==> config.mk <==
export PLATFORM = sky130hd
export DESIGN_NAME = uart2wifi_core_uart_tx_flat
export DESIGN_NICKNAME = d
export VERILOG_FILES = /design/src/rtl/uart2wifi_core_uart_tx_if.sv /design/src/rtl/uart2wifi_core_uart_tx.sv /design/src/flat_wrapper.sv
export SDC_FILE = /design/constraint.sdc
export NUM_CORES = 1
export LEC_CHECK = 0
export ABC_AREA = 0
export CAP_MARGIN = 20
export CELL_PAD_IN_SITES_DETAIL_PLACEMENT = 1
export CELL_PAD_IN_SITES_GLOBAL_PLACEMENT = 2
export CORE_MARGIN = 8
export CORE_UTILIZATION = 35
export DETAILED_ROUTE_END_ITERATION = 8
export PLACE_DENSITY_LB_ADDON = 0.15
export SETUP_SLACK_MARGIN = 0.02
export SYNTH_ARGS = -nofsm -noshare
export SYNTH_HDL_FRONTEND = slang
export SYNTH_SLANG_ARGS = --single-unit
==> constraint.sdc <==
create_clock -name clk -period 3.3 [get_ports clk]
set_input_delay 0.495 -clock clk [delete_from_list [all_inputs] [get_ports clk]]
set_output_delay 0.495 -clock clk [all_outputs]
set_load 0.01 [all_outputs]
==> src/rtl/uart2wifi_core_uart_tx_if.sv <==
// TX FIFO read-side handshake between the UART transmit engine (master) and the FIFO (slave).
interface uart2wifi_core_uart_tx_if #(
  parameter int DATA_W = 8
);
  logic              fifo_empty;
  logic              fifo_rd;
  logic [DATA_W-1:0] fifo_rdata;

  modport master (input fifo_empty, input fifo_rdata, output fifo_rd);
  modport slave  (output fifo_empty, output fifo_rdata, input fifo_rd);
endinterface

==> src/rtl/uart2wifi_core_uart_tx.sv <==
// UART transmit engine: pops bytes from the TX FIFO and shifts them out LSB-first, 8N1 style.
// Define UART2WIFI_TX_PARITY_EN to insert a parity bit after the data bits.
module uart2wifi_core_uart_tx #(
  parameter int DATA_W     = 8,
  parameter int OVERSAMPLE = 16,
  parameter int STOP_BITS  = 1,
  parameter int PARITY_ODD = 0
) (
  input  logic clk,
  input  logic rst,
  input  logic baudtick,
  input  logic tx_en,
  uart2wifi_core_uart_tx_if.master fifo,
  output logic tx,
  output logic busy,
  output logic frame_done
);

  localparam int TW  = (OVERSAMPLE > 1) ? $clog2(OVERSAMPLE) : 1;
  localparam int BCW = $clog2(DATA_W + 1);

`ifdef UART2WIFI_TX_PARITY_EN
  typedef enum logic [2:0] {
    S_IDLE, S_FETCH, S_LOAD, S_START, S_DATA, S_PARITY, S_STOP
  } state_t;
`else
  typedef enum logic [2:0] {
    S_IDLE, S_FETCH, S_LOAD, S_START, S_DATA, S_STOP
  } state_t;
`endif

  state_t            state;
  logic [TW-1:0]     tick_cnt;
  logic [BCW-1:0]    bit_cnt;
  logic [DATA_W-1:0] shreg;
`ifdef UART2WIFI_TX_PARITY_EN
  logic              par;
`endif

  logic in_bit, bit_end;
  // Bit timing runs only while a bit is on the line; the LOAD-cycle tick is deliberately ignored.
  assign in_bit  = !(state inside {S_IDLE, S_FETCH, S_LOAD});
  assign bit_end = in_bit && baudtick && (tick_cnt == TW'(OVERSAMPLE - 1));
  assign busy    = (state != S_IDLE);

  always_ff @(posedge clk) begin
    if (!rst) begin
      state        <= S_IDLE;
      tx           <= 1'b1;
      fifo.fifo_rd <= 1'b0;
      frame_done   <= 1'b0;
      tick_cnt     <= '0;
      bit_cnt      <= '0;
      shreg        <= '0;
`ifdef UART2WIFI_TX_PARITY_EN
      par          <= 1'b0;
`endif
    end else begin
      fifo.fifo_rd <= 1'b0;
      frame_done   <= 1'b0;
      if (in_bit && baudtick)
        tick_cnt <= bit_end ? '0 : tick_cnt + 1'b1;

      case (state)
        S_IDLE: begin
          if (tx_en && !fifo.fifo_empty) begin
            fifo.fifo_rd <= 1'b1;
            state        <= S_FETCH;
          end
        end
        S_FETCH: state <= S_LOAD;
        S_LOAD: begin
          shreg    <= fifo.fifo_rdata;
`ifdef UART2WIFI_TX_PARITY_EN
          par      <= (^fifo.fifo_rdata) ^ (PARITY_ODD != 0);
`endif
          tick_cnt <= '0;
          bit_cnt  <= '0;
          tx       <= 1'b0;
          state    <= S_START;
        end
        S_START: begin
          if (bit_end) begin
            tx    <= shreg[0];
            state <= S_DATA;
          end
        end
        S_DATA: begin
          if (bit_end) begin
            if (bit_cnt == BCW'(DATA_W - 1)) begin
              bit_cnt <= '0;
`ifdef UART2WIFI_TX_PARITY_EN
              tx      <= par;
              state   <= S_PARITY;
`else
              tx      <= 1'b1;
              state   <= S_STOP;
`endif
            end else begin
              // tx takes the next bit now so the line moves exactly at the boundary
              bit_cnt <= bit_cnt + 1'b1;
              shreg   <= shreg >> 1;
              tx      <= shreg[1];
            end
          end
        end
`ifdef UART2WIFI_TX_PARITY_EN
        S_PARITY: begin
          if (bit_end) begin
            tx    <= 1'b1;
            state <= S_STOP;
          end
        end
`endif
        S_STOP: begin
          if (bit_end) begin
            if (bit_cnt == BCW'(STOP_BITS - 1)) begin
              bit_cnt    <= '0;
              frame_done <= 1'b1;
              // Back-to-back pop from the last stop tick keeps the line free of idle bits.
              if (tx_en && !fifo.fifo_empty) begin
                fifo.fifo_rd <= 1'b1;
                state        <= S_FETCH;
              end else begin
                state <= S_IDLE;
              end
            end else begin
              bit_cnt <= bit_cnt + 1'b1;
            end
          end
        end
        default: state <= S_IDLE;
      endcase
    end
  end

endmodule

==> src/flat_wrapper.sv <==
// flat-port wrapper written by rule: the top's interface ports become plain ports
module uart2wifi_core_uart_tx_flat 
#(
  parameter int DATA_W     = 8,
  parameter int OVERSAMPLE = 16,
  parameter int STOP_BITS  = 1,
  parameter int PARITY_ODD = 0
)
  (clk, rst, baudtick, tx_en, tx, busy, frame_done, fifo_fifo_empty, fifo_fifo_rdata, fifo_fifo_rd);
  uart2wifi_core_uart_tx_if #(.DATA_W(DATA_W)) fifo_i ();
  input  logic clk;
  input  logic rst;
  input  logic baudtick;
  input  logic tx_en;
  output logic tx;
  output logic busy;
  output logic frame_done;
  input wire logic [$bits(fifo_i.fifo_empty)-1:0] fifo_fifo_empty;
  input wire logic [$bits(fifo_i.fifo_rdata)-1:0] fifo_fifo_rdata;
  output wire logic [$bits(fifo_i.fifo_rd)-1:0] fifo_fifo_rd;
  assign fifo_i.fifo_empty = fifo_fifo_empty;
  assign fifo_i.fifo_rdata = fifo_fifo_rdata;
  assign fifo_fifo_rd = fifo_i.fifo_rd;
  uart2wifi_core_uart_tx #(.DATA_W(DATA_W), .OVERSAMPLE(OVERSAMPLE), .STOP_BITS(STOP_BITS), .PARITY_ODD(PARITY_ODD)) u_core (.clk(clk), .rst(rst), .baudtick(baudtick), .tx_en(tx_en), .fifo(fifo_i), .tx(tx), .busy(busy), .frame_done(frame_done));
endmodule
Word-level counts from Yosys, hierarchy flattened

Cells that the tools add are included.

Register bits after elaboration: 22
Input port bits: 13
Output and inout port bits: 4
Logic and storage cells: 68

$add $sub $neg: 2
Eq/ne operators: 14
Mux-type cells: 26
Bitwise operators: 1
Reductions and logical operators: 18

Operator list:

| kind                                                             | count |
|---|---|
| 4-bit two-way mux                                                | 5 |
| 3-bit two-way mux                                                | 6 |
| 3-bit one-hot mux with 6 select lines                            | 1 |
| 8-bit two-way mux                                                | 2 |
| 8-bit one-hot mux with 2 select lines                            | 1 |
| 4-bit one-hot mux with 3 select lines                            | 1 |
| 3-bit AND reduction                                              | 4 |
| 3-bit nonzero test                                               | 4 |
| 2-bit by 1-bit != test with 1-bit output (second input constant) | 5 |
| 4-bit by 1-bit adder with 4-bit output (second input constant)   | 2 |
| 1-bit two-way mux                                                | 8 |
| 3-bit by 2-bit == test with 1-bit output (second input constant) | 2 |
| 3-bit == test (second input constant)                            | 2 |
| 6-bit AND reduction                                              | 1 |
| 4-bit by 3-bit == test with 1-bit output (second input constant) | 1 |
| 4-bit == test (second input constant)                            | 1 |
| 4-bit logical NOT                                                | 1 |
| 2-bit != test (second input constant)                            | 2 |
| 3-bit by 1-bit == test with 1-bit output (second input constant) | 1 |
| 1-bit logical AND                                                | 3 |
| 3-bit logical NOT                                                | 1 |
| 1-bit one-hot mux with 3 select lines                            | 1 |
| 1-bit logical NOT                                                | 2 |
| 1-bit one-hot mux with 2 select lines                            | 1 |
| other kinds (3)                                                  | 3 |

Logic depth before layout (Yosys ltp)

Gate-level depths: netlist of run 1.

Word-level depth: 7
Depth in mapped cells: 6
Depth with buffers taken out: 6

Least setup slack after synthesis of run 1

OpenSTA, ideal clock, no wires.

Path kind: register to register
From: reg u_core.tick_cnt[0]
To: reg u_core.shreg[2]
Library setup time: 0.079 ns
Arrival: 1.619 ns
Data required time: 3.221 ns
Slack: 1.601 ns
Cell stages (with the launch flop): 7
Buffers on the path: 1
Clock period less this slack: 1.699 ns
Cell sequence: dfxtp_1 > ha_1 > nand4_4 > o41ai_4 > buf_6 > nor2_1 > a211oi_2

Longest elaborated chain between the ends: 4

Ends and longest elaborated chain:

| what                                                      | RTL line                      | source |
|---|---|---|
| from (decl)                                               | uart2wifi_core_uart_tx.sv:33  | `logic [TW-1:0] tick_cnt;` |
| from (signal assigned)                                    | uart2wifi_core_uart_tx.sv:62  | `tick_cnt <= bit_end ? '0 : tick_cnt + 1'b1;` |
| 4-bit == test                                             | uart2wifi_core_uart_tx.sv:43  | `assign bit_end = in_bit && baudtick && (tick_cnt == TW'(OVERSAMPLE - 1));` |
| 1-bit logical AND                                         | uart2wifi_core_uart_tx.sv:43  |  |
| 2-bit by 1-bit != test with 1-bit output (no source line) | --                            |  |
| 3-bit AND reduction (no source line)                      | --                            |  |
| to (signal assigned)                                      | uart2wifi_core_uart_tx.sv:73  | `shreg <= fifo.fifo_rdata;` |
| to (signal assigned)                                      | uart2wifi_core_uart_tx.sv:102 | `shreg <= shreg >> 1;` |
| to (decl)                                                 | uart2wifi_core_uart_tx.sv:35  | `logic [DATA_W-1:0] shreg;` |

Every way passes these cells.
A chain may end at the register's enable or synchronous reset.

Worst setup path after layout of run 1

From: reg u_core.state[0]
To: out busy

Longest elaborated chain between the ends: 1

Ends and longest elaborated chain:

| what                   | RTL line                     | source |
|---|---|---|
| from (decl)            | uart2wifi_core_uart_tx.sv:32 | `state_t state;` |
| from (signal assigned) | uart2wifi_core_uart_tx.sv:48 | `state <= S_IDLE;` |
| from (signal assigned) | uart2wifi_core_uart_tx.sv:68 | `state <= S_FETCH;` |
| from (signal assigned) | uart2wifi_core_uart_tx.sv:71 | `S_FETCH: state <= S_LOAD;` |
| 3-bit nonzero test     | uart2wifi_core_uart_tx.sv:44 | `assign busy = (state != S_IDLE);` |
| to (decl)              | flat_wrapper.sv:16           | `output logic busy;` |

Every way passes these cells.

==> out/results.txt, run 1 <==
Adding up every negative setup slack in the final design gives 0 ns. The die height was 75.3 microns. The run gives 0.0293 as the met3 global-route usage. Synthesis produced 138 cells. The number of gates resized after CTS was 0. The max-slew violation count is 0, and the layout cell share with drive strength beyond 1 is 0.0867. The first global-routing pass estimated 4.89 mm of wire. The count of flip-flops with a built-in enable after synthesis was 0; the critical path data required time was 2.80 ns. Tracing the worst setup path back leads to its startpoint at u_core.state[0]$_SDFFE_PN0P_. The top-area cell type share of the netlist area was 0.358.

The leading area contributor after synthesis is dfxtp_1. The tools report the synthesized cell area as 0.00123 sq mm. Counting every net in the synthesized netlist gives 154. The core region area was 0.00336 sq mm; the final critical-path required period was 2.43 ns. In the final design database the tool counted 167 nets.

The worst setup path is launched from a flip-flop. The tightest min-delay check is of the flip-flop to flip-flop type. VDD sags by at most 0.000170 V. During synthesis, Yosys emitted a total of 0 warnings.

The tools report the post-route antenna net violation count as 0. The logs give 1063 for the number of global-route vias before repair and 0 for the number of antenna repair diodes. The multiplexer fraction of the synthesized cell area works out to 0.0651.

The post-route fraction of the period consumed by the critical path works out to 0.737. Post-CTS setup repair buffer count: 0. Relative to the synthesized area, the layout overhead comes to 17.8%.

Across all layers, the routed design uses 1076 vias. The area of the die was 0.00567 sq mm; the synthesized-area fraction occupied by ao, oa, aoi and oai cells was 0.240. After synthesis, the cell types taking the most area are dfxtp_1 (36%), mux2i_1 (6.5%), a21oi_1 (4.5%). The first detailed-routing pass ran for 4 iterations. The synthesized area divided by synthesized cell count was 8.91 sq um; the max-capacitance violation count was 0. Counting flops and latches in the post-synthesis netlist gives 22.

By area, the combinational part of the netlist is dominated by simple AND/OR/NAND/NOR gates. Between clock sinks in the finished design, the worst skew comes to 0.00837 ns. The worst setup path is captured at a primary output.

In this run the most used layer during global routing was met2. The logs give 1 for the count of H-tree levels built during CTS and 0 for the initial antenna violation count. The insertion delay of the later-clocked pin in the worst-skew pair was 0.32 ns; the number of top-level pins was 17. The share of async-settable or async-resettable flops after synthesis is 0, and the fraction of the mapped netlist area in adder cells is 0.0305. Using the TritonRoute via totals, the vias-per-cell ratio works out to 5.49. The most used flip-flop cell after synthesis is dfxtp_1. The tools report the number of distinct library cells after synthesis as 47. The worst setup path is of the flip-flop to primary output kind. For the met2 capacity usage during global routing, the log shows 0.183. The xor and xnor fraction of the mapped netlist area was 0.00712. The logs give 25 for the maximum number of pins on one net before global-route repair and 0.513 ns for the final hold slack. The flow ran to the end, and the final reports show no timing, DRC or antenna violations. The average wire per standard cell is 15.1 microns, and the largest buffer count on any clock path is 2. Setup violations remaining at the end of the flow were counted as 0. After clock tree synthesis, the clock-pin slew on the worst setup and hold paths is 0.14 ns. The number of DRC violations after detailed-routing iteration 0 is 25.

Setup repair after global routing left no endpoint under its margin. The count of hold-fix buffers inserted at cts is 0, and the final core area utilization is 0.431. The arrival time at the worst endpoint is 1.94 ns. The worst register-to-register path begins at u_core.tick_cnt[0]$_SDFFE_PP0P_. The floorplan has 21 rows.

For the pin with the worst max-slew slack, the measured transition is 0.821 ns. For the static leakage power, the log shows 0.485 nW. The combined global-route utilization of all metal layers is 0.112, and the count of input and output buffers is 16. The effective utilization at floorplan is 0.366.

The simple-gate share of the synthesized area is 0.252, and the worst relative slew slack is 0.452. The power density over the cells is 399 mW/mm^2. The number of fill cells is 421, and the final hold violation count is 0.

The tools report the weighted congestion at the end of routability-driven global placement as 0.739. The total overflow reported by the global router was 0. The logs give 0.358 for the post-synthesis sequential area ratio and 2.95 mm for the routed wire length. The number of buffers added by the clock tree synthesis step is 3, and the highest clock frequency the design can meet is 411 MHz. The buffer type at the clock tree root is clkbuf_4.

Detailed placement ended at an HPWL of 2.14 mm. The global-route track usage on met1 came out at 0.135. The total DRC errors in the routed layout is 0, and the highest net fanout along the worst path is 24.

For the sink count of the clock tree, the log shows 22. TritonCTS built the clock tree. The floorplan step set the die width to 75.3 microns. In this run the most critical hold path is launched from u_core.shreg[5]$_SDFFE_PN0P_.
-- synth_stat cells, types with 2 or more instances --
cell type  count
dfxtp_1       22
a21oi_1       11
nor2_1        10
nand2_1        9
nand3_1        9
mux2i_1        8
a211oi_1       6
clkbuf_1       6
nor3b_1        5
inv_1          4
o21ai_0        4
a211oi_2       3
ha_1           3
nand2b_1       2
nand4_1        2
nor3_1         2
or3_1          2
-- flip-flops by register name, indices dropped and copies added, names as in the netlist --
register,flops
u_core.state,3
u_core.tx,1
u_core.frame_done,1
u_core.tick_cnt,4
u_core.shreg,8
u_core.fifo.fifo_rd,1
u_core.bit_cnt,4
-- area by class of cell --
class | instances | area [sq um] | area share
Inverter | 4 | 15.0 | 0.0104
Multi-Input combinational cell | 103 | 732 | 0.505
Timing Repair Buffer | 17 | 168 | 0.116
Clock buffer | 4 | 36.3 | 0.0250
Sequential cell | 22 | 440 | 0.304
Tap cell | 46 | 57.6 | 0.0397
-- through the flow --
step	setup slack (ns)	std cells	power (mW)	cell area (sq um)
finish	0.866	196	0.578	1450
global route	0.752	196	0.606	1450
CTS	0.852	196	0.588	1450
detailed placement	0.763	192	0.426	1410
global placement	0.866	192	0.424	1410
floorplan	1.60	138	0.387	1230
-- worst paths after layout --
kind / end / slack (ns) / depth (start not counted)
worst max register to register: u_core.shreg[2]$_SDFFE_PN0P_ / 1.19 / 5
worst min-delay path: u_core.shreg[5]$_SDFFE_PN0P_ / 0.51 / 2
worst max-delay path: busy / 0.87 / 2
worst min register to register: u_core.shreg[5]$_SDFFE_PN0P_ / 0.51 / 2
-- per-layer routing --
metal,part of all wire,vias up
met5,0,-
met4,0.013,0
met3,0.033,4
met2,0.47,14
met1,0.48,517
li1,-,541
-- kinds of logic (layout without fill, tap and decap cells) --
kind of cell             count (synthesis)  in the layout
multiplexers                             8              8
AND/OR/NAND/NOR                         53             53
adder cells (fa/ha/maj)                  3              3
buffers and inverters                   13             25
flip-flops                              22             22
AO/OA/AOI/OAI                           38             38
XOR/XNOR                                 1              1
-- cells in the final DEF, fill, tap and decap left out, types with 2 or more instances in the layout --
master	count
o21ai_0	4
a21oi_1	11
nand2_1	9
nand2b_1	2
a211oi_1	6
or3_1	2
nor3b_1	5
clkbuf_4	3
dfxtp_1	22
ha_1	3
inv_1	4
a211oi_2	3
mux2i_1	8
nand3_1	9
clkdlybuf4s50_1	16
nor3_1	2
nand4_1	2
nor2_1	10
-- power breakdown --
group | internal, mW | leakage [nW] | switching [mW] | total, mW
Combinational | 0.0562 | 0.285 | 0.0502 | 0.106
Clock | 0.0675 | 0.0210 | 0.0916 | 0.159
Sequential | 0.285 | 0.179 | 0.0275 | 0.312
-- worst max-delay path, cell delays in order (launching register included) --
cell,delay [ns]
dfxtp_1,0.88
or3_1,0.20
clkdlybuf4s50_1,0.53
Power figures use the tool's default switching activity.
==> run 2, diff against run 1 <==
Settings changed: CORE_UTILIZATION 35 to 29.
Clock period 3.3 ns to 1.99 ns, I/O delays scaled along.
==> run 2 against run 1 <==
Combinational power rose by 120%. Clock power up 110%. Sequential share of layout area shrank 2.0 points. Sequential cell count stayed put. Critical path depth is 1 higher. Register-to-register slack worse by 1.0 ns. Power rose by 83%. Critical path type unchanged. Critical endpoint unchanged. Largest cell class unchanged.
==> out/results.txt, run 2 (same netlist as run 1, synthesis figures left out) <==
The setup TNS after final layout was 0 ns; the number of top-level pins was 17. The total DRC errors in the routed layout is 0, and the half-perimeter wire length after detailed placement is 2.42 mm. The largest buffer count on any clock path was 2; the highest net fanout along the worst path was 10. Count of input and output buffers: 16. On the final layout, the worst clock skew is 0.00768 ns.

The congestion estimate from routability-driven global placement came to 0.761. The max-capacitance violation count is 0. The highest clock frequency the design can meet is 530 MHz. The detailed router finished its first iteration with 46 violations. The class of the most critical hold timing path was flip-flop to flip-flop. The total of endpoints with negative setup slack in the final report is 0. After the last flow step, the layout net total stands at 177. Relative to the synthesized area, the layout overhead comes to 26.0%.

The startpoint-to-endpoint class of the critical path is flip-flop to primary output. The area of the die is 0.00658 sq mm. The average wire per standard cell was 15.4 microns; the post-route antenna net violation count was 0. The worst relative slew slack is 0.611. The layout cell share with drive strength beyond 1 works out to 0.150.

Leaving out fill and tap cells, the most frequent cells in the layout are dfxtp_1 (22), clkdlybuf4s50_1 (16), a21oi_1 (11), buf_4 (11), nor2_1 (10). The max-slew violation count is 0, and the final critical-path required period is 1.89 ns. Measured along the x axis, the die boundary spans 81.1 microns. The worst setup path is captured at a primary output. For the critical path data required time, the log shows 1.69 ns.

The largest stage delay on the critical path was 0.48 ns; the core region area was 0.00403 sq mm. Leaving out fill and tap cells, the most frequent cell in the layout is dfxtp_1. The run gives 0 as the initial antenna violation count. At the worst endpoint, the arrival time is 1.59 ns. After floorplanning, the core was divided into 23 placement rows. The combined global-route utilization of all metal layers is 0.106, and the final hold slack is 0.504 ns. The final hold violation count was 0; the total vias in the final route was 1109. The number of antenna repair diodes was 0. The run gives 0.305 as the effective utilization at floorplan. The signal on the critical path passes through buf_4 -> or3_1 -> clkdlybuf4s50_1.

The run finished with clean final reports. STA classifies the critical path startpoint as a flip-flop. For this design, the CTS-stage hold fixing added 0 buffers. TritonCTS built the clock tree. Summing internal, switching and leakage power gives 1.06 mW.

In the routed layout, each cell is associated on average with a via count of 5.28. The flip-flop count of the largest register, all copies and words added works out to 8. The die is 81.1 microns tall.

The number of global-route vias before repair is 1183. The worst-case IR drop observed on VDD is 0.000386 V. Setup repair after global routing left no endpoint under its margin. The tools report the number of search-and-repair iterations in the first detailed-routing pass as 4. The static leakage power came out at 0.540 nW.

Post-CTS timing repair inserted 0 buffers for setup. The first global-routing pass estimated 5.49 mm of wire. The total overflow reported by the global router is 0. The largest registers in the layout are u_core.shreg: 8 flops, u_core.bit_cnt: 4 flops, u_core.tick_cnt: 4 flops. For this design, the slowest cell found on the critical path is clkdlybuf4s50_1. The run gives 15 as the maximum number of pins on one net before global-route repair. The run gives 0.27 ns as the insertion delay of the later-clocked pin in the worst-skew pair. After clock tree synthesis, the clock-pin slew on the worst setup and hold paths is 0.09 ns. The count of H-tree levels built during CTS came out at 1.

The post-route fraction of the period consumed by the critical path was 0.948; the sink count of the clock tree was 22. For the pin with the worst max-slew slack, the measured transition is 0.580 ns. The register with the most flip-flops in the final layout is u_core.shreg.

Clock tree synthesis inserted a total of 3 buffers. Grouping stages by cell kind, the critical path spends the most delay in buffers and inverters. The power density over the cells was 681 mW/mm^2; the routed wire length was 3.23 mm. Together, buffers and inverters on the worst path number 2. The buffer type at the clock tree root was clkbuf_8.
## run 2: cell type report
type                            instances  area [sq um]
Fill cell                             475          2480
Sequential cell                        22           440
Clock buffer                            4          55.1
Inverter                                4          15.0
Tap cell                               50          62.6
Multi-Input combinational cell        103           734
Timing Repair Buffer                   27           243
## run 2: what timing repair did
action,in CTS,in global routing
endpoints found under the setup margin,0,1
resized for setup,0,1
endpoints found under the hold margin,0,0
## run 2: worst register-to-register path, stage by stage (launching register included)
cell      delay, ns
dfxtp_1        0.41
inv_1          0.06
ha_1           0.18
nor3b_1        0.17
a211oi_1       0.55
nand2_1        0.15
o31ai_1        0.21
## run 2: report_power, final
group / internal, mW / switching [mW]
clock network: 0.177 / 0.154
registers: 0.472 / 0.0254
logic: 0.114 / 0.114
total: 0.763 / 0.293
## run 2: path summary, 6_finish.rpt
check / start / endpoint / slack, ns / cells past startpoint
setup reg to reg: u_core.bit_cnt[0]$_SDFFE_PN0P_ / u_core.bit_cnt[0]$_SDFFE_PN0P_ / 0.19 / 6
hold reg to reg: u_core.tick_cnt[1]$_SDFFE_PP0P_ / u_core.tick_cnt[1]$_SDFFE_PP0P_ / 0.50 / 2
hold / removal: u_core.tick_cnt[1]$_SDFFE_PP0P_ / u_core.tick_cnt[1]$_SDFFE_PP0P_ / 0.50 / 2
setup / recovery: u_core.state[1]$_SDFFE_PN0P_ / busy / 0.10 / 3
## run 2: metrics by stage
step / setup WS [ns] / cells / util / cell area (sq um)
finish: 0.104 / 210 / 0.385 / 1550
global route: 0.0298 / 210 / 0.385 / 1550
detailed placement: 0.0550 / 206 / 0.370 / 1490
floorplan: 0.291 / 138 / - / 1230
CTS: 0.0871 / 210 / 0.384 / 1550
global placement: 0.107 / 206 / 0.370 / 1490
## run 2: routing by layer
metal	vias up	routed length, microns	global-route usage
met5	-	0	0
met4	0	23	0.0268
met3	2	145	0.0331
met2	18	1570	0.188
met1	524	1490	0.119
li1	565	-	-
